===== src/rtl/add_seq16_if.sv =====
`default_nettype none
// ---------------------------------------------------------------------------
// add_seq16_if : operand/result bus for the nibble-serial adder.
// Rev 1.0
// ---------------------------------------------------------------------------
interface add_seq16_if #(
  parameter int NIBBLES = 4
);
  localparam int W = 4 * NIBBLES;

  logic         start;
  logic [W-1:0] a;
  logic [W-1:0] b;
  logic         cin;
  logic         ready;
  logic [W-1:0] sum;
  logic         cout;
  logic         done;

  modport master (
    output start, a, b, cin,
    input  ready, sum, cout, done
  );

  modport slave (
    input  start, a, b, cin,
    output ready, sum, cout, done
  );
endinterface
`default_nettype wire


===== src/rtl/add_seq16.sv =====
`default_nettype none
// ---------------------------------------------------------------------------
// add_seq16 : W-bit adder built from one 4-bit ripple slice, one nibble/clock.
// Rev 1.0
// ---------------------------------------------------------------------------
module add_seq16 #(
  parameter int NIBBLES = 4
) (
  input  logic       clk,
  input  logic       rst_n,
  add_seq16_if.slave bus
);
  localparam int IDX_W = (NIBBLES > 1) ? $clog2(NIBBLES) : 1;
  localparam logic [IDX_W-1:0] LAST_IDX = IDX_W'(NIBBLES - 1);

  localparam logic [1:0] ST_IDLE = 2'd0;
  localparam logic [1:0] ST_RUN  = 2'd1;
  localparam logic [1:0] ST_DONE = 2'd2;

  logic [1:0]               state_q, state_d;
  logic [IDX_W-1:0]         idx_q, idx_d;
  logic                     carry_q, carry_d;
  logic [NIBBLES-1:0][3:0]  a_q, a_d;
  logic [NIBBLES-1:0][3:0]  b_q, b_d;
  logic [NIBBLES-1:0][3:0]  sum_q, sum_d;
  logic                     cout_q, cout_d;

  logic [3:0] slice_x;
  logic [3:0] slice_y;
  logic [3:0] slice_s;
  logic [4:0] slice_c;

  // State and datapath registers
  always_ff @(posedge clk) begin
    if (!rst_n) begin
      state_q <= ST_IDLE;
      idx_q   <= '0;
      carry_q <= 1'b0;
      a_q     <= '0;
      b_q     <= '0;
      sum_q   <= '0;
      cout_q  <= 1'b0;
    end else begin
      state_q <= state_d;
      idx_q   <= idx_d;
      carry_q <= carry_d;
      a_q     <= a_d;
      b_q     <= b_d;
      sum_q   <= sum_d;
      cout_q  <= cout_d;
    end
  end

  // Next-state logic
  always_comb begin
    state_d = state_q;
    case (state_q)
      ST_IDLE: if (bus.start) state_d = ST_RUN;
      ST_RUN:  if (idx_q == LAST_IDX) state_d = ST_DONE;
      ST_DONE: state_d = ST_IDLE;
      default: state_d = ST_IDLE;
    endcase
  end

  // Output decode
  always_comb begin
    bus.ready = (state_q == ST_IDLE);
    bus.done  = (state_q == ST_DONE);
  end

  assign bus.sum  = sum_q;
  assign bus.cout = cout_q;

  // The one shared slice: four chained full adders, carry-in from the register
  assign slice_c[0] = carry_q;
  generate
    for (genvar i = 0; i < 4; i++) begin : g_fa
      assign slice_s[i]   = slice_x[i] ^ slice_y[i] ^ slice_c[i];
      assign slice_c[i+1] = (slice_x[i] & slice_y[i]) |
                            (slice_x[i] & slice_c[i]) |
                            (slice_y[i] & slice_c[i]);
    end
  endgenerate

  always_comb begin
    slice_x = a_q[idx_q];
    slice_y = b_q[idx_q];
  end

  // Datapath updates
  always_comb begin
    idx_d   = idx_q;
    carry_d = carry_q;
    a_d     = a_q;
    b_d     = b_q;
    sum_d   = sum_q;
    cout_d  = cout_q;
    case (state_q)
      ST_IDLE: begin
        if (bus.start) begin
          a_d     = bus.a;
          b_d     = bus.b;
          carry_d = bus.cin;
          idx_d   = '0;
        end
      end
      ST_RUN: begin
        sum_d[idx_q] = slice_s;
        carry_d      = slice_c[4];
        if (idx_q == LAST_IDX) begin
          cout_d = slice_c[4];
        end else begin
          idx_d = idx_q + IDX_W'(1);
        end
      end
      default: ;
    endcase
  end
endmodule
`default_nettype wire


===== src/flat_wrapper.sv =====
// flat-port wrapper written by rule: the top's interface ports become plain ports
module add_seq16_flat 
#(
  parameter int NIBBLES = 4
)
  (clk, rst_n, bus_start, bus_a, bus_b, bus_cin, bus_ready, bus_sum, bus_cout, bus_done);
  add_seq16_if #(.NIBBLES(NIBBLES)) bus_i ();
  input  logic clk;
  input  logic rst_n;
  input wire logic [$bits(bus_i.start)-1:0] bus_start;
  input wire logic [$bits(bus_i.a)-1:0] bus_a;
  input wire logic [$bits(bus_i.b)-1:0] bus_b;
  input wire logic [$bits(bus_i.cin)-1:0] bus_cin;
  output wire logic [$bits(bus_i.ready)-1:0] bus_ready;
  output wire logic [$bits(bus_i.sum)-1:0] bus_sum;
  output wire logic [$bits(bus_i.cout)-1:0] bus_cout;
  output wire logic [$bits(bus_i.done)-1:0] bus_done;
  assign bus_i.start = bus_start;
  assign bus_i.a = bus_a;
  assign bus_i.b = bus_b;
  assign bus_i.cin = bus_cin;
  assign bus_ready = bus_i.ready;
  assign bus_sum = bus_i.sum;
  assign bus_cout = bus_i.cout;
  assign bus_done = bus_i.done;
  add_seq16 #(.NIBBLES(NIBBLES)) u_core (.clk(clk), .rst_n(rst_n), .bus(bus_i));
endmodule

===== config.mk =====
export PLATFORM = sky130hd
export DESIGN_NAME = add_seq16_flat
export DESIGN_NICKNAME = d
export VERILOG_FILES = /design/src/rtl/add_seq16_if.sv /design/src/rtl/add_seq16.sv /design/src/flat_wrapper.sv
export SDC_FILE = /design/constraint.sdc
export NUM_CORES = 1
export LEC_CHECK = 0
export ABC_CLOCK_PERIOD_IN_PS = 3100
export CORE_UTILIZATION = 44
export CTS_CLUSTER_DIAMETER = 50
export CTS_CLUSTER_SIZE = 24
export DETAILED_ROUTE_END_ITERATION = 10
export PLACE_DENSITY = 0.75
export SLEW_MARGIN = 40
export SYNTH_ARGS = -nofsm -noshare
export SYNTH_HDL_FRONTEND = slang
export SYNTH_SLANG_ARGS = --single-unit

===== constraint.sdc =====
create_clock -name clk -period 3.1 [get_ports clk]
set_input_delay 0.465 -clock clk [delete_from_list [all_inputs] [get_ports clk]]
set_output_delay 0.465 -clock clk [all_outputs]
set_load 0.01 [all_outputs]

## Word level (Yosys, flattened, before mapping)

Index checks and enable logic that the tools add are counted.

- $lt $le $gt $ge: 2
- Shift-type cells: 0
- Div/mod/pow operators: 0
- Muxes and demuxes: 15
- Multiply operators: 0
- Bitwise operators: 28
- Equal/unequal tests: 6
- Reduce and logical (&&, ||, !) cells: 8
- Add/subtract/negate cells: 1

Operators with widths:

| kind | count |
|---|---|
| $bmux W4 S2 | 2 |
| $bwmux W16 | 1 |
| $and A1 B1 Y1 | 12 |
| $mux W4 | 3 |
| $demux W4 S2 | 1 |
| $mux W2 | 4 |
| $or A1 B1 Y1 | 8 |
| $pmux W2 S2 | 2 |
| $reduce_and A2 Y1 | 4 |
| $xor A1 B1 Y1 | 8 |
| $eq A2 B2 Y1 const B | 2 |
| $ne A2 B2 Y1 const B | 2 |
| $lt A2 B3 Y1 const B | 1 |
| $reduce_and A3 Y1 | 1 |
| $add A2 B1 Y2 const B | 1 |
| $eq A2 B1 Y1 const B | 1 |
| $ge A2 B1 Y1 const B | 1 |
| $logic_not A2 Y1 | 1 |
| $ne A2 B1 Y1 const B | 1 |
| $pmux W1 S2 | 1 |
| $reduce_bool A2 Y1 | 1 |
| $logic_and A1 B1 Y1 | 1 |
| $mux W1 | 1 |

- Register bits: 54
- Logic and storage cells: 76
- Memory bits (read-only): 0
- Latch bits: 0
- Bits in writable memories: 0
- Bits of input ports: 36
- Memories kept: 0
- Output and inout port bits: 19

## Depth between registers and ports, before layout

Gate-level depths: netlist of run 1.

- Word-level depth: 15
- Depth in mapped cells: 8
- Depth with buffers taken out: 7

## Least setup slack after synthesis of run 1

Ideal clock, no wire load.

- Path type: reg2reg
- From: register u_core.idx_q[0]
- To: register u_core.sum_q, in the netlist u_core.bus.sum[11]
- Stages on the path, launching flop included: 9
- Setup time: 0.091 ns
- Path buffers: 1
- Slack: -0.038 ns
- Arrival: 3.047 ns
- Clock period less this slack: 3.138 ns
- Required time: 3.009 ns
- Cells stage by stage: dfxtp_1 -> buf_2 -> mux4_2 -> fa_1 -> fa_1 -> fa_1 -> inv_1 -> fa_1 -> a311oi_1

- Word-level cells in the longest chain between the ends: 13
- Elaborated cells between the ends (all ways): 27
- Classes of those cells: 2 x order compare; 7 x mux; 17 x bitwise; 1 x reduce/logical

Ends and longest elaborated chain:

| element | RTL line | text |
|---|---|---|
| from (decl) | add_seq16.sv:21 | `logic [IDX_W-1:0] idx_q, idx_d;` |
| from (signal assigned) | add_seq16.sv:45 | `idx_q <= idx_d;` |
| $bmux W4 S2 (on tied branches) | add_seq16.sv:86, add_seq16.sv:87 |  |
| $mux W4 (on tied branches) | add_seq16.sv:86, add_seq16.sv:87 |  |
| $and A1 B1 Y1 (on tied branches) | add_seq16.sv:79, add_seq16.sv:80 |  |
| $or A1 B1 Y1 | add_seq16.sv:79 | `assign slice_c[i+1] = (slice_x[i] & slice_y[i]) \|` |
| $or A1 B1 Y1 | add_seq16.sv:80 | `(slice_x[i] & slice_c[i]) \|` |
| $and A1 B1 Y1 | add_seq16.sv:80 |  |
| $or A1 B1 Y1 | add_seq16.sv:79 |  |
| $or A1 B1 Y1 | add_seq16.sv:80 |  |
| $and A1 B1 Y1 | add_seq16.sv:80 |  |
| $or A1 B1 Y1 | add_seq16.sv:79 |  |
| $or A1 B1 Y1 | add_seq16.sv:80 |  |
| $xor A1 B1 Y1 | add_seq16.sv:78 | `assign slice_s[i] = slice_x[i] ^ slice_y[i] ^ slice_c[i];` |
| $bwmux W16 (*) | add_seq16.sv:108 | `sum_d[idx_q] = slice_s;` |
| to (signal assigned) | add_seq16.sv:49 | `sum_q <= sum_d;` |
| to (decl) | add_seq16.sv:25 | `logic [NIBBLES-1:0][3:0] sum_q, sum_d;` |

Mark *: on every way between the ends. The rest lies on a longest branch, timed or not. The select of a mux whose other input is x is not followed.
A chain may end at the register's enable or synchronous reset.

## Worst setup path in the final report of run 1

- From: register u_core.idx_q[1]
- To: register u_core.sum_q, in the netlist u_core.bus.sum[11]

Same word-level chain as after synthesis.

==> flow_metrics.tcl, run 1 <==
set metrics [dict create \
    dr_total_vias 1871 \
    synth_ff_type "dfxtp_1" \
    syn_avg_cell_area_sq_um 9.15 \
    cts_tree "built" \
    p_sw_share_pct 25.8 \
    drt-total-wl_mm 4.76 \
    grt_pass1_vias 1726 \
    fill_cells 483 \
    critPathRequiredTime_ns 3.32 \
    clk_path_buf_depth 2 \
    final_util_pct 58.0 \
    worst-r2r-cell-count 7 \
    core_sq_um 5110 \
    design.die.area_sq_um 5570 \
    grt_first_pass_wirelength_mm 7.76 \
    hold_path_class "register to register" \
    drive_gt1_share_pct 8.61 \
    grt_max_degree 37 \
    max_freq_mhz 335 \
    path_max_fanout 4 \
    clock_sinks 54 \
    min_period_over_period_pct 96.4 \
    dp_hpwl_mm 3.52 \
    yosysMostFrequentCell "nand2_1" \
    clock_power_share_pct 29.1 \
    fin_nets 345 \
    drc 0 \
    grt.overflow.total 0 \
    seqPwrFrac_pct 54.4 \
    cts_resized 0 \
    clkTransAtPathRegs_ns 0.09 \
    slew_violations 0 \
    cts_setup_buffers 0 \
    synth_area_leaders "dfxtp_1 47%, nand2_1 12%, a21oi_1 9.7%, mux4_2 7.8%, fa_1 3.4%" \
    drt_iter0_drc 84 \
    cap_viol_max_count 0 \
    fp.dieW_um 74.7 \
    leakage_nw 1.04 \
    area_growth_pct 27.5 \
    synth_enable_flop_cells 0 \
    routed_via_density 5.03 \
    status "finished, final reports clean" \
    setup_violations 0 \
    timing.setup.tns_ns 0 \
    critical_path.endpoint_type "register" \
    start_util_pct 45.5 \
    gp_congestion 0.740 \
    h-tree-depth 2 \
    relSlewSlack_pct 53.5 \
    crit_end "u_core.bus.sum[11]" \
    crit_arrival_ns 3.20 \
    vdd_ir_drop_max_uv 232 \
    whs_path_depth 2 \
    critPathLaunch "u_core.idx_q[1]" \
    rsz0062_at_grt "no" \
    ys_async_sr_fraction_pct 0 \
    area.sequential_sq_um 1080 \
    skew_ns 0.00509 \
    ys_ff_latch 54 \
    synth_fp_nets 298 \
    p_comb_share_pct 16.5 \
    fin_crit_ns 2.99 \
    ant_nets 0 \
    dieHeight_um 74.7 \
    yosysTopAreaCell "dfxtp_1" \
    critPathKind "register to register" \
    yosysTopAreaCellShare_pct 46.5 \
    num_antenna_cells 0 \
    yosysSeqAreaShare_pct 46.5 \
    ctsHoldBuffers 0 \
    rr_endpoint "u_core.bus.sum[11]" \
    antenna_found_initial 0 \
    numCtsBuffers 5 \
    startpoint_type "register" \
    ios 55 \
    reg2reg_from "u_core.idx_q[1]" \
    cts_root_buf "clkbuf_8" \
    synth_cell_types 32 \
    rows 26 \
    timing.reg2reg.setup_slack_ns 0.11 \
    synth_common_cells "74 x nand2_1, 54 x dfxtp_1, 45 x a21oi_1" \
    synth_cells 254 \
    worst_pin_slew_ns 0.698 \
    wire_per_inst_um 12.8 \
    p_int_mw 1.02 \
    final-hold-violation-count 0 \
    drt-pass1-iter-count 4 \
    netlist_area_sq_um 2320 \
    ys_warn_count 0 \
    powerDensity_nw_per_um2 466 \
    grtUsageTotal_pct 18.4 \
    multiInputGateArea_sq_um 1090 \
    port_buffers 54 \
    power_switching_mw 0.357 \
    clock_latency_ns 0.30 \
]
## sequential cells by signal, indices dropped and copies added, names as in the netlist
register	count
u_core.a_q	16
u_core.bus.sum	16
u_core.b_q	16
u_core.idx_q	2
u_core.carry_q	1
u_core.state_q	2
u_core.bus.cout	1
## layout by cell type (no fill, tap or decap), drive strengths merged, types with 3 or more instances in the layout
cell type	Yosys	layout
clkbuf	7	6
mux2i	3	3
nor2	7	7
a311oi	3	3
nand3	9	9
buf	12	5
a21oi	45	45
inv	5	5
nand2	74	74
clkdlybuf4s50	0	54
ha	4	4
dfxtp	54	54
fa	4	4
mux4	8	8
nand3b	3	3
## stage by stage
| step | instance area [sq um] | hold slack (ns) | power, mW | worst slack [ns] | instances |
|---|---|---|---|---|---|
| floorplan | 2330 | 0.433 | 0.908 | 0.0233 | 254 |
| global placement | 2860 | 0.440 | 0.989 | 0.169 | 364 |
| detailed placement | 2860 | 0.444 | 0.995 | 0.139 | 364 |
| CTS | 2950 | 0.457 | 1.39 | 0.100 | 372 |
| global route | 2960 | 0.481 | 1.44 | 0.00161 | 372 |
| finish | 2960 | 0.457 | 1.38 | 0.113 | 372 |
## area by class of cell
class	instances	share of cell area, %
multi-input combinational	175	36.8
tap	70	2.96
clock buffer	6	2.79
sequential	54	36.5
clock inverter	2	0.422
timing repair buffer	59	19.8
inverter	6	0.760
## power groups by stage
stage	Sequential (mW)	Combinational [mW]	Clock, mW
final	0.751	0.228	0.402
after detailed placement	0.767	0.228	0
after CTS	0.751	0.228	0.411
after global routing	0.756	0.252	0.436
after floorplan	0.762	0.147	0
after global placement	0.766	0.223	0
## worst max-delay path, stage by stage, from the launching register on
cell and delay (ns):
dfxtp_1 0.37, mux4_2 0.53, fa_1 0.40, fa_1 0.41
fa_1 0.38, inv_1 0.09, fa_1 0.47, a311oi_1 0.26
## worst min path at each step
stage,from,end,slack (ns)
finish,u_core.a_q[12],u_core.a_q[12],0.46
CTS,u_core.a_q[12],u_core.a_q[12],0.46
global route,u_core.bus.sum[8],u_core.bus.sum[8],0.48
detailed placement,u_core.a_q[12],u_core.a_q[12],0.44
floorplan,u_core.a_q[10],u_core.a_q[10],0.43
global placement,u_core.b_q[0],u_core.b_q[0],0.44
## kinds of logic after synthesis
kind of cell	count (synthesis)	share of synthesized area, %
fa+ha+maj	8	5.60
simple gates	103	19.3
mux	11	9.05
flops	54	46.5
compound gates	53	12.7
buf+inv	25	6.89
## metal layers
| metal | up-vias | GRT usage (%) | routed length, um |
|---|---|---|---|
| met4 | 0 | 4.40 | 44 |
| met1 | 871 | 22.4 | 2110 |
| met5 | - | 0 | 0 |
| met3 | 6 | 3.75 | 176 |
| met2 | 45 | 33.4 | 2430 |
| li1 | 949 | - | - |
Note: power is estimated with default switching activity, not from simulation.
==> run 2, diff against run 1 <==
--- a/config.mk
+++ b/config.mk
@@ -5,7 +5,9 @@
 export SDC_FILE = /design/constraint.sdc
 export NUM_CORES = 1
 export LEC_CHECK = 0
+export ABC_AREA = 1
 export ABC_CLOCK_PERIOD_IN_PS = 3100
+export CORE_ASPECT_RATIO = 0.8
 export CORE_UTILIZATION = 44
 export CTS_CLUSTER_DIAMETER = 50
 export CTS_CLUSTER_SIZE = 24
==> run 2 against run 1 <==
Clock power down 8.2%. Register-to-register slack better by 0.15 ns. Global-route usage up 2.3 points. First-iteration DRC count up 110%. Sequential power up 3.6%. Largest cell class unchanged.
==> flow_metrics.tcl, run 2 <==
set metrics [dict create \
    synth_area_leaders "dfxtp_1 47%, nor2_1 20%, o21ai_0 13%, fa_1 3.5%, nand2_1 3.1%" \
    synth_adder_area_share_pct 5.62 \
    setup_violations 0 \
    fill_cells 485 \
    clkTransAtPathRegs_ns 0.09 \
    dp_hpwl_mm 3.73 \
    drc 0 \
    yosysSeqAreaShare_pct 46.7 \
    final_common_cell "nor2_1" \
    routed_via_density 4.92 \
    relSlewSlack_pct 66.9 \
    timing.critical_path.buf_inv 3 \
    hold_path_class "register to register" \
    synth_cell_types 21 \
    drive_gt1_share_pct 4.90 \
    h-tree-depth 2 \
    fin_crit_ns 2.84 \
    final-hold-violation-count 0 \
    status "finished, final reports clean" \
    slowest_stage "fa_1" \
    start_util_pct 46.0 \
    synth_fp_nets 359 \
    synth_cells 315 \
    dp_slack_ns 0.183 \
    yosysTopAreaCellShare_pct 46.7 \
    worst_slack_ns 0.260 \
    leakage_nw 1.25 \
    muxShareOfSynthArea_pct 0 \
    critPathRequiredTime_ns 3.34 \
    ctsHoldBuffers 0 \
    ys_warn_count 0 \
    clock_sinks 54 \
    cpMostUsedCell "fa_1" \
    min_period_over_period_pct 91.6 \
    powerDensity_nw_per_um2 499 \
    dieHeight_um 66.9 \
    critPathKind "register to register" \
    grt_max_degree 54 \
    timing.reg2reg.setup_slack_ns 0.26 \
    netlist_area_sq_um 2320 \
    critical_path.endpoint_type "register" \
    skew_ns 0.00393 \
    yosysMostFrequentCell "nor2_1" \
    timing.setup.tns_ns 0 \
    synth_common_cells "122 x nor2_1, 58 x o21ai_0, 54 x dfxtp_1" \
    worst_pin_slew_ns 0.496 \
    vdd_ir_drop_max_uv 271 \
    max_freq_mhz 352 \
    numCtsBuffers 5 \
    synth_ff_type "dfxtp_1" \
    drt_iter0_drc 176 \
    layout_common_cells "122 x nor2_1, 58 x o21ai_0, 54 x clkdlybuf4s50_1" \
    grt_first_pass_wirelength_mm 9.09 \
    ant_nets 0 \
    max_stage_delay_ns 0.41 \
    grt_pass1_vias 2108 \
    dr_total_vias 2112 \
    wire_per_inst_um 11.8 \
    grt.overflow.total 0 \
    rows 23 \
    synth-simple-area-share_pct 25.9 \
    num_antenna_cells 0 \
    clk_path_buf_depth 2 \
    antenna_found_initial 0 \
    grtUsageTotal_pct 20.7 \
    rsz0062_at_grt "no" \
    ys_async_sr_fraction_pct 0 \
    cts_root_buf "clkbuf_8" \
    critPathTopFamily "adder cells" \
    startpoint_type "register" \
    synthXorXnorAreaFrac_pct 0 \
    drt-pass1-iter-count 6 \
    drt-total-wl_mm 5.08 \
    cap_viol_max_count 0 \
    design.die.area_sq_um 5560 \
    crit_chain "clkinv_1 -> o21ai_0 -> o22ai_1 -> fa_1 -> fa_1 -> fa_1 -> inv_1 -> fa_1 -> inv_1 -> nor2_1 -> nor2_1" \
    core_sq_um 5040 \
    path_max_fanout 10 \
    area.sequential_sq_um 1080 \
    fin_nets 411 \
    fp.dieW_um 83.1 \
    ys_ff_latch 54 \
    syn_avg_cell_area_sq_um 7.36 \
    cts_tree "built" \
    crit_arrival_ns 3.08 \
    ios 55 \
    yosysTopAreaCell "dfxtp_1" \
    port_buffers 54 \
    slew_violations 0 \
    gp_congestion 0.811 \
    multiInputGateArea_sq_um 1100 \
    synth_compound_area_share_pct 15.9 \
    area_growth_pct 28.2 \
    synth_enable_flop_cells 0 \
    synth_top_family_by_area "simple AND/OR/NAND/NOR gates" \
    clock_latency_ns 0.30 \
]
run 2: changes by cell type after synthesis, moves of 3 or more:
cell | previous run | this run
a21oi_1 | 45 | 3
a311oi_1 | 3 | 0
buf_2 | 7 | 4
inv_1 | 5 | 12
mux2i_1 | 3 | 0
mux4_2 | 8 | 0
nand2_1 | 74 | 19
nand3b_1 | 3 | 0
nor2_1 | 7 | 122
o21ai_0 | 0 | 58
o21ai_1 | 1 | 5
o22ai_1 | 0 | 6
run 2: area by class of cell:
cell class                      count  share of cell area (%)
Multi-Input combinational cell    232                    36.9
Sequential cell                    54                    36.4
Timing Repair Buffer               59                    19.5
Tap cell                           62                    2.61
Clock buffer                        6                    2.44
Inverter                           15                    1.89
Clock inverter                      1                   0.253
run 2: timing repair:
| item | in CTS | in global routing |
|---|---|---|
| setup endpoints to repair | 0 | 4 |
| resized for setup | 0 | 1 |
| setup buffers | 0 | 0 |
run 2: logic make-up after synthesis:
group	after synthesis
fa+ha+maj	8
flops	54
compound gates	72
simple gates	152
buf+inv	29
run 2: metrics by stage:
step                utilization (%)  instance area [sq um]  std cells  power (mW)  hold slack [ns]
floorplan                         -                   2320        315       0.990            0.449
global placement               57.4                   2890        422        1.12            0.464
detailed placement             57.4                   2890        422        1.13            0.472
CTS                            59.0                   2970        429        1.49            0.493
global route                   59.0                   2970        429        1.57            0.526
finish                         59.0                   2970        429        1.48            0.491
run 2: worst paths after layout:
path	end	depth (start not counted)	from
max	u_core.bus.sum[15]	11	u_core.idx_q[1]
max reg2reg	u_core.bus.sum[15]	11	u_core.idx_q[1]
min reg2reg	u_core.b_q[15]	2	u_core.b_q[15]
min	u_core.b_q[15]	2	u_core.b_q[15]
run 2: worst min-delay path, delay by kind of cell, from the launching register on:
| family | cells | cell delay, ns |
|---|---|---|
| flip-flops | 1 | 0.34 |
| AND/OR/NAND/NOR | 2 | 0.13 |
run 2: where the power goes:
group | switching (mW) | leakage, nW | internal (mW)
clock network | 0.213 | 0.0373 | 0.155
registers | 0.0337 | 0.445 | 0.744
logic | 0.186 | 0.765 | 0.151
run 2: per-layer routing:
layer	vias up	part of all wire (%)	global-route usage, %	wire, um
li1	1112	-	-	-
met1	932	50	26.3	2530
met2	64	44	35.1	2240
met3	4	5.2	4.34	263
met4	0	0.89	7.54	45
met5	-	0	0	0
==> run 3, diff against run 2 <==
--- a/config.mk
+++ b/config.mk
@@ -13,6 +13,7 @@
 export CTS_CLUSTER_SIZE = 24
 export DETAILED_ROUTE_END_ITERATION = 10
 export PLACE_DENSITY = 0.75
+export REMOVE_ABC_BUFFERS = 1
 export SLEW_MARGIN = 40
 export SYNTH_ARGS = -nofsm -noshare
 export SYNTH_HDL_FRONTEND = slang
==> run 3 against run 2 <==
Sequential power about the same. Maximum frequency increased by 1.3%. Routed wire length about the same. Power increased by 6.2%. Design area increased by 1.1%. Via count decreased by 0.43%. Cell count increased by 0.47%.
==> flow_metrics.tcl, run 3 (same netlist as run 2, synthesis figures left out) <==
set metrics [dict create \
    status "finished, final reports clean" \
    critPathKind "register to register" \
    layoutNonFillerInstCount 431 \
    power.total_mw 1.57 \
    crit_arrival_ns 3.05 \
    final-hold-violation-count 0 \
    ios 55 \
    fin_nets 412 \
    critical_path.endpoint_type "register" \
    timing.setup.tns_ns 0 \
    drive_gt1_share_pct 5.15 \
    drt_iter0_drc 105 \
    min_period_over_period_pct 90.4 \
    cts_root_buf "clkbuf_8" \
    grt.overflow.total 0 \
    dp_cells 423 \
    grt_first_pass_wirelength_mm 8.83 \
    num_antenna_cells 0 \
    wire_per_inst_um 11.8 \
    cap_viol_max_count 0 \
    h-tree-depth 2 \
    dp_hpwl_mm 3.62 \
    critPathRequiredTime_ns 3.35 \
    layout_common_cells "122 x nor2_1, 58 x o21ai_0, 54 x clkdlybuf4s50_1" \
    cpMostUsedCell "fa_1" \
    clk_path_buf_depth 2 \
    dr_total_vias 2103 \
    powerDensity_nw_per_um2 524 \
    drt-total-wl_mm 5.08 \
    multiInputGateArea_sq_um 1100 \
    final_util_pct 59.7 \
    max_freq_mhz 357 \
    hold_path_class "register to register" \
    grtUsageTotal_pct 20.1 \
    gp_congestion 0.821 \
    rows 23 \
    antenna_found_initial 0 \
    grt_max_degree 54 \
    cts_setup_buffers 0 \
    area.sequential_sq_um 1080 \
    dieHeight_um 66.9 \
    clkTransAtPathRegs_ns 0.09 \
    max_stage_delay_ns 0.40 \
    leakage_nw 1.27 \
    fp.dieW_um 83.1 \
    slew_violations 0 \
    start_util_pct 46.0 \
    slowest_stage "fa_1" \
    relSlewSlack_pct 66.1 \
    final_common_cell "nor2_1" \
    routed_via_density 4.88 \
    fill_cells 473 \
    port_buffers 54 \
    cts_tree "built" \
    core_sq_um 5040 \
    drc 0 \
    numCtsBuffers 5 \
    drt-pass1-iter-count 4 \
    rsz0062_at_grt "no" \
    timing.reg2reg.setup_slack_ns 0.30 \
    clock_latency_ns 0.31 \
    design.die.area_sq_um 5560 \
    fin_crit_ns 2.80 \
    path_max_fanout 11 \
    area_growth_pct 29.7 \
    clock_sinks 54 \
    worst_pin_slew_ns 0.508 \
    startpoint_type "register" \
    vdd_ir_drop_max_uv 203 \
    grt_pass1_vias 1977 \
    skew_ns 0.00452 \
    setup_violations 0 \
    holdWs_ns 0.482 \
    ant_nets 0 \
    crit_chain "buf_4 -> o21ai_0 -> o22ai_1 -> fa_1 -> fa_1 -> fa_1 -> inv_1 -> fa_1 -> inv_1 -> nor2_1 -> nor2_1" \
]
[run 3: power breakdown]
part / internal [mW] / switching (mW) / leakage, nW
registers: 0.744 / 0.0307 / 0.445
clock network: 0.242 / 0.222 / 0.0524
logic: 0.151 / 0.184 / 0.769
total: 1.14 / 0.438 / 1.27
[run 3: cell type report]
cell class / instances / share of cell area, %
Multi-Input combinational cell: 232 / 36.5
Tap cell: 62 / 2.58
Clock inverter: 1 / 0.999
Inverter: 15 / 1.87
Sequential cell: 54 / 36.0
Clock buffer: 7 / 2.54
Timing Repair Buffer: 60 / 19.5
[run 3: layer usage]
| metal | wire length (um) | track usage [%] | vias to the layer above |
|---|---|---|---|
| li1 | - | - | 1120 |
| met3 | 234 | 4.58 | 6 |
| met1 | 2620 | 26.3 | 924 |
| met4 | 63 | 7.11 | 0 |
| met5 | 0 | 0 | - |
| met2 | 2160 | 32.9 | 53 |
[run 3: worst paths after layout]
check | start | end | depth (start not counted)
worst max-delay path | u_core.idx_q[0] | u_core.bus.sum[15] | 11
worst min-delay path | u_core.a_q[10] | u_core.a_q[10] | 2
worst max register to register | u_core.idx_q[0] | u_core.bus.sum[15] | 11
worst min register to register | u_core.a_q[10] | u_core.a_q[10] | 2
[run 3: worst max-delay path, delay by kind of cell (launching register included)]
family                   cells  cell delay [ns]
AO/OA/AOI/OAI                2             0.31
adder cells (fa/ha/maj)      4             1.54
buffers and inverters        3             0.38
flip-flops                   1             0.35
AND/OR/NAND/NOR              2             0.15
[run 3: metrics by stage]
| stage | area, sq um | worst slack, ns |
|---|---|---|
| 2_1_floorplan | 2230 | 0.153 |
| 3_3_place_gp | 2900 | 0.397 |
| 3_5_place_dp | 2900 | 0.261 |
| 4_1_cts | 3000 | 0.219 |
| 5_1_grt | 3010 | 0.0769 |
| 6_report | 3010 | 0.297 |
[run 3: repair_timing]
| item | 4_1_cts | 5_1_grt |
|---|---|---|
| resized for setup | 0 | 1 |
| endpoints found under the setup margin | 0 | 1 |
| hold endpoints to repair | 0 | 0 |
| hold buffers | 0 | 0 |
==> RTL change 1 (flow settings as in run 1) <==
`NIBBLES` is set to 4 in 3 places; all go to 2.
--- a/src/rtl/add_seq16_if.sv
+++ b/src/rtl/add_seq16_if.sv
@@ -5,5 +5,5 @@
 // ---------------------------------------------------------------------------
 interface add_seq16_if #(
-  parameter int NIBBLES = 4
+  parameter int NIBBLES = 2
 );
   localparam int W = 4 * NIBBLES;
--- a/src/rtl/add_seq16.sv
+++ b/src/rtl/add_seq16.sv
@@ -5,5 +5,5 @@
 // ---------------------------------------------------------------------------
 module add_seq16 #(
-  parameter int NIBBLES = 4
+  parameter int NIBBLES = 2
 ) (
   input  logic       clk,
--- a/src/flat_wrapper.sv
+++ b/src/flat_wrapper.sv
@@ -2,5 +2,5 @@
 module add_seq16_flat 
 #(
-  parameter int NIBBLES = 4
+  parameter int NIBBLES = 2
 )
   (clk, rst_n, bus_start, bus_a, bus_b, bus_cin, bus_ready, bus_sum, bus_cout, bus_done);
Interface: changed (resized bus_a, bus_b and bus_sum); port bits go from 55 to 31. The function was not compared with the original's and may differ.
==> RTL change 1 against run 1 <==
The run now ends with design-rule violations left; final area shrank 43%; clock power is 35% lower; combinational power fell by 40%; synthesized area fell by 43%; sequential cell count decreased by 25; total power fell by 41%; routed wire length decreased by 47%; worst setup slack improved by 190 ps; critical endpoint is now u_core.bus.sum[3]$_SDFFE_PN0P_.
==> RTL change 1: results (changes against run 1) <==
Min Hold Slack = 458.6 ps (+1.904 ps)
P_leak = 0.6768 nW (-35%)
flop2flop setup slack = 300 ps (+190 ps)
outcome = finished with violations
slowest CP cell = dfxtp_1
Hold Path End = u_core.a_q[1]$_SDFFE_PN0P_
hold_sp = u_core.a_q[1]$_SDFFE_PN0P_
Port-buffer cells = 30 (-44%)
critical path arrival = 3080 ps (-120 ps)
post-synthesis adder-cell area fraction = 5.998% (+0.40 points)
first-iteration detailed-routing DRC count = 16 (-81%)
failing checks = design-rule violations
crit-path max FO = 6 (+2)
Routability Congestion = 0.7194 (-2.8%)
first-pass GRT wire length = 4409 microns (-43%)
Vias/cell = 4.964 (-1.3%)
Mapped Avg Cell Area = 9.816 sq um (+7.3%)
biggest area consumer among synthesized cells = dfxtp_1
Switching Share = 25.43% (-0.41 points)
RR Startpoint = u_core.idx_q$_SDFFE_PN0P_
P_clk = 0.262 mW (-35%)
compound-gate portion of the synthesized area = 13.03% (+0.37 points)
clock root cell = clkbuf_4
final wirelength = 2502 microns (-47%)
via count of the first global-routing pass = 1014 (-41%)
delay-heaviest family, CP = adder cells
largest net degree at the start of global routing = 30 (-19%)
Netlist cell types = 25 (-22%)
Pre-Repair DR Iteration Count = 7 (+3)
DP HPWL = 1861 microns (-47%)
Commonest cells post-synth = nand2_1, dfxtp_1, a21boi_1
Seq. pwr = 0.412 mW (-45%)
ranking of synthesized cells by area = dfxtp_1, nand2_1, mux2i_1
# DRC = 6 (+6)
startpoint types = register
CP max stage delay = 460 ps (-70 ps)
VDD IR max = 0.2892 mV (+25%)
R2R cell count = 8 (+1)
Worst Clk Skew = 8.706 ps (+3.614 ps)
post-synthesis xor/xnor area fraction = 0% (unchanged)
DP Area = 1622 sq um (-43%)
Critical Path Sink = u_core.bus.sum[3]$_SDFFE_PN0P_
post-place setup slack = 292.8 ps (+154.2 ps)
max_slew headroom = 60.50% (+7.0 points)
post-synthesis sequential area ratio = 43.49% (-3.0 points)
HP Class = reg2reg
clock latency on the worst-skew pair = 330 ps (+30 ps)
time the worst path needs with I/O delays and setup = 2797 ps (-190.5 ps)
Seq pwr share = 50.9% (-3.5 points)
WL per Instance = 12.70 microns (-0.76%)
share of cells above drive strength 1 = 11.45% (+2.8 points)
mux cell area share after synthesis = 11.81% (+2.8 points)
Synth Net Count = 160 (-46%)
All-Layer GR Usage = 18.26% (-0.16 points)
placed cells = 189 (-48%)
Nets = 189 (-45%)
==> RTL change 1: kinds of logic (layout without fill, tap and decap cells) <==
group,Yosys count,after routing
multiplexers,15,15
adder cells (fa/ha/maj),4,4
buffers and inverters,12,42
flip-flops,29,29
AO/OA/AOI/OAI,22,22
AND/OR/NAND/NOR,54,54
==> RTL change 1: metal layers <==
| layer | track usage, % | wire length, microns | vias to the layer above |
|---|---|---|---|
| li1 | - | - | 505 |
| met1 | 21.68 | 1123 | 444 |
| met2 | 29.41 | 1210 | 25 |
| met3 | 8.163 | 141 | 4 |
| met4 | 6.272 | 27 | 0 |
| met5 | 0 | 0 | - |
==> RTL change 1: area by class of cell <==
type / count / area (sq um)
clock buffer: 7 / 65.06
inverter: 2 / 7.507
multi-input combinational: 95 / 679.4
clock inverter: 1 / 5.005
sequential: 29 / 580.6
tap: 31 / 38.79
timing repair buffer: 32 / 310.3
fill: 259 / 1119
==> RTL change 2 (settings of run 1) <==
Made on the original files. Take the reset off `sum_q` and load it in a clocked block of its own.
--- a/src/rtl/add_seq16.sv
+++ b/src/rtl/add_seq16.sv
@@ -39,5 +39,4 @@
       a_q     <= '0;
       b_q     <= '0;
-      sum_q   <= '0;
       cout_q  <= 1'b0;
     end else begin
@@ -47,7 +46,10 @@
       a_q     <= a_d;
       b_q     <= b_d;
-      sum_q   <= sum_d;
       cout_q  <= cout_d;
     end
+  end
+
+  always_ff @(posedge clk) begin
+    sum_q <= sum_d;
   end
 
Behaviour: differs if rst_n is asserted again (counterexample within 4 cycles, from zero or initial values and one cycle with rst_n low); with rst_n held inactive, the same outputs for 10 cycles.
==> RTL change 2 against run 1 <==
Sequential share of layout area increased by 6.3 points; first-iteration DRC count increased by 7.1%; sequential cell count unchanged; routed wire length decreased by 14%; final area decreased by 2.1%; worst setup slack improved by 150 ps; worst hold slack about the same; global-route usage decreased by 1.2 points; via count decreased by 15%; synthesized area decreased by 4.8%; utilization increased by 2.6 points; total power increased by 6.0%; largest cell class is now registers; highest routed layer unchanged.
==> RTL change 2: results (changes against run 1) <==
Routability Congestion = 0.7618 (+3.0%)
Vias/cell = 4.823 (-4.1%)
Commonest cells post-synth = nand2_1, dfxtp_1, a21oi_1
DP Area = 2786 sq um (-2.5%)
WL per Instance = 12.42 microns (-2.9%)
Filler Cells Inserted = 407 (-16%)
post-synthesis adder-cell area fraction = 5.886% (+0.29 points)
diodes inserted = 0 (unchanged)
share of cells above drive strength 1 = 9.579% (+0.97 points)
max_slew headroom = 52.45% (-1.0 points)
hold_sp = u_core.b_q[4]$_SDFFE_PN0P_
Worst Clk Skew = 7.552 ps (+2.459 ps)
Netlist cell types = 27 (-16%)
ranking of synthesized cells by area = dfxtp_1, edfxtp_1, nand2_1
worst reg2reg endpoint = u_core.bus.sum[11]$_DFFE_PP_
clock root cell = clkbuf_8
via count of the first global-routing pass = 1511 (-12%)
post-place setup slack = 285.2 ps (+146.5 ps)
compound-gate portion of the synthesized area = 9.564% (-3.1 points)
register area = 1241 sq um (+15%)
Seq. pwr = 0.796 mW (+6.0%)
post-synthesis sequential area ratio = 56.14% (+9.6 points)
critical path arrival = 3020 ps (-180 ps)
P_leak = 1.048 nW (+0.62%)
clock transition at the registers of the reported paths = 100 ps
Switching Share = 23.38% (-2.5 points)
postcts setup bufs = 0 (unchanged)
Mapped Avg Cell Area = 10.63 sq um (+16%)
R2R cell count = 7 (unchanged)
outcome = completed
final wirelength = 4075 microns (-14%)
first-iteration detailed-routing DRC count = 90 (+7.1%)
mux cell area share after synthesis = 8.149% (-0.90 points)
All-Layer GR Usage = 17.25% (-1.2 points)
Hold Path End = u_core.b_q[4]$_SDFFE_PN0P_
DP HPWL = 2975 microns (-16%)
placed cells = 320 (-12%)
VDD IR max = 0.3313 mV (+43%)
ys async rst share = 0% (unchanged)
Min Hold Slack = 456.3 ps (-0.3000 ps)
Synth Net Count = 252 (-15%)
first-pass GRT wire length = 6851 microns (-12%)
Post-synth EDFFs = 16 (+16)
NetSw = 0.3424 mW (-4.1%)
worst setup margin = 257.9 ps (+145.2 ps)
Nets = 304 (-12%)
share of power burned in combinational logic = 13.8% (-2.7 points)
[RTL change 2: cell count changes after synthesis, sizes merged, moves of 3 or more]
| cell | run 1 | this run |
|---|---|---|
| dfxtp | 54 | 38 |
| edfxtp | 0 | 16 |
| a21oi | 45 | 34 |
| nand3 | 9 | 0 |
| nand2 | 74 | 68 |
| clkbuf | 7 | 2 |
| nor2 | 7 | 2 |
| a311oi | 3 | 0 |
| and2 | 1 | 4 |
| mux2i | 3 | 0 |
| nand3b | 3 | 0 |
[RTL change 2: metal layers]
layer,wire [microns],part of all wire (%),global-route usage [%],vias up
li1,-,-,-,806
met1,1904,47,22.06,733
met3,163,4.0,5.110,3
met4,21,0.52,2.614,0
met2,1986,49,29.60,40
met5,0,0,0,-
[RTL change 2: final cells by class]
class / instances / area share (%)
clock buffers: 5 / 2.373
clock inverters: 3 / 1.553
inverters: 7 / 0.9060
multi-input cells: 135 / 30.07
flip-flops and latches: 54 / 42.80
well taps: 67 / 2.890
repair buffers: 57 / 19.41
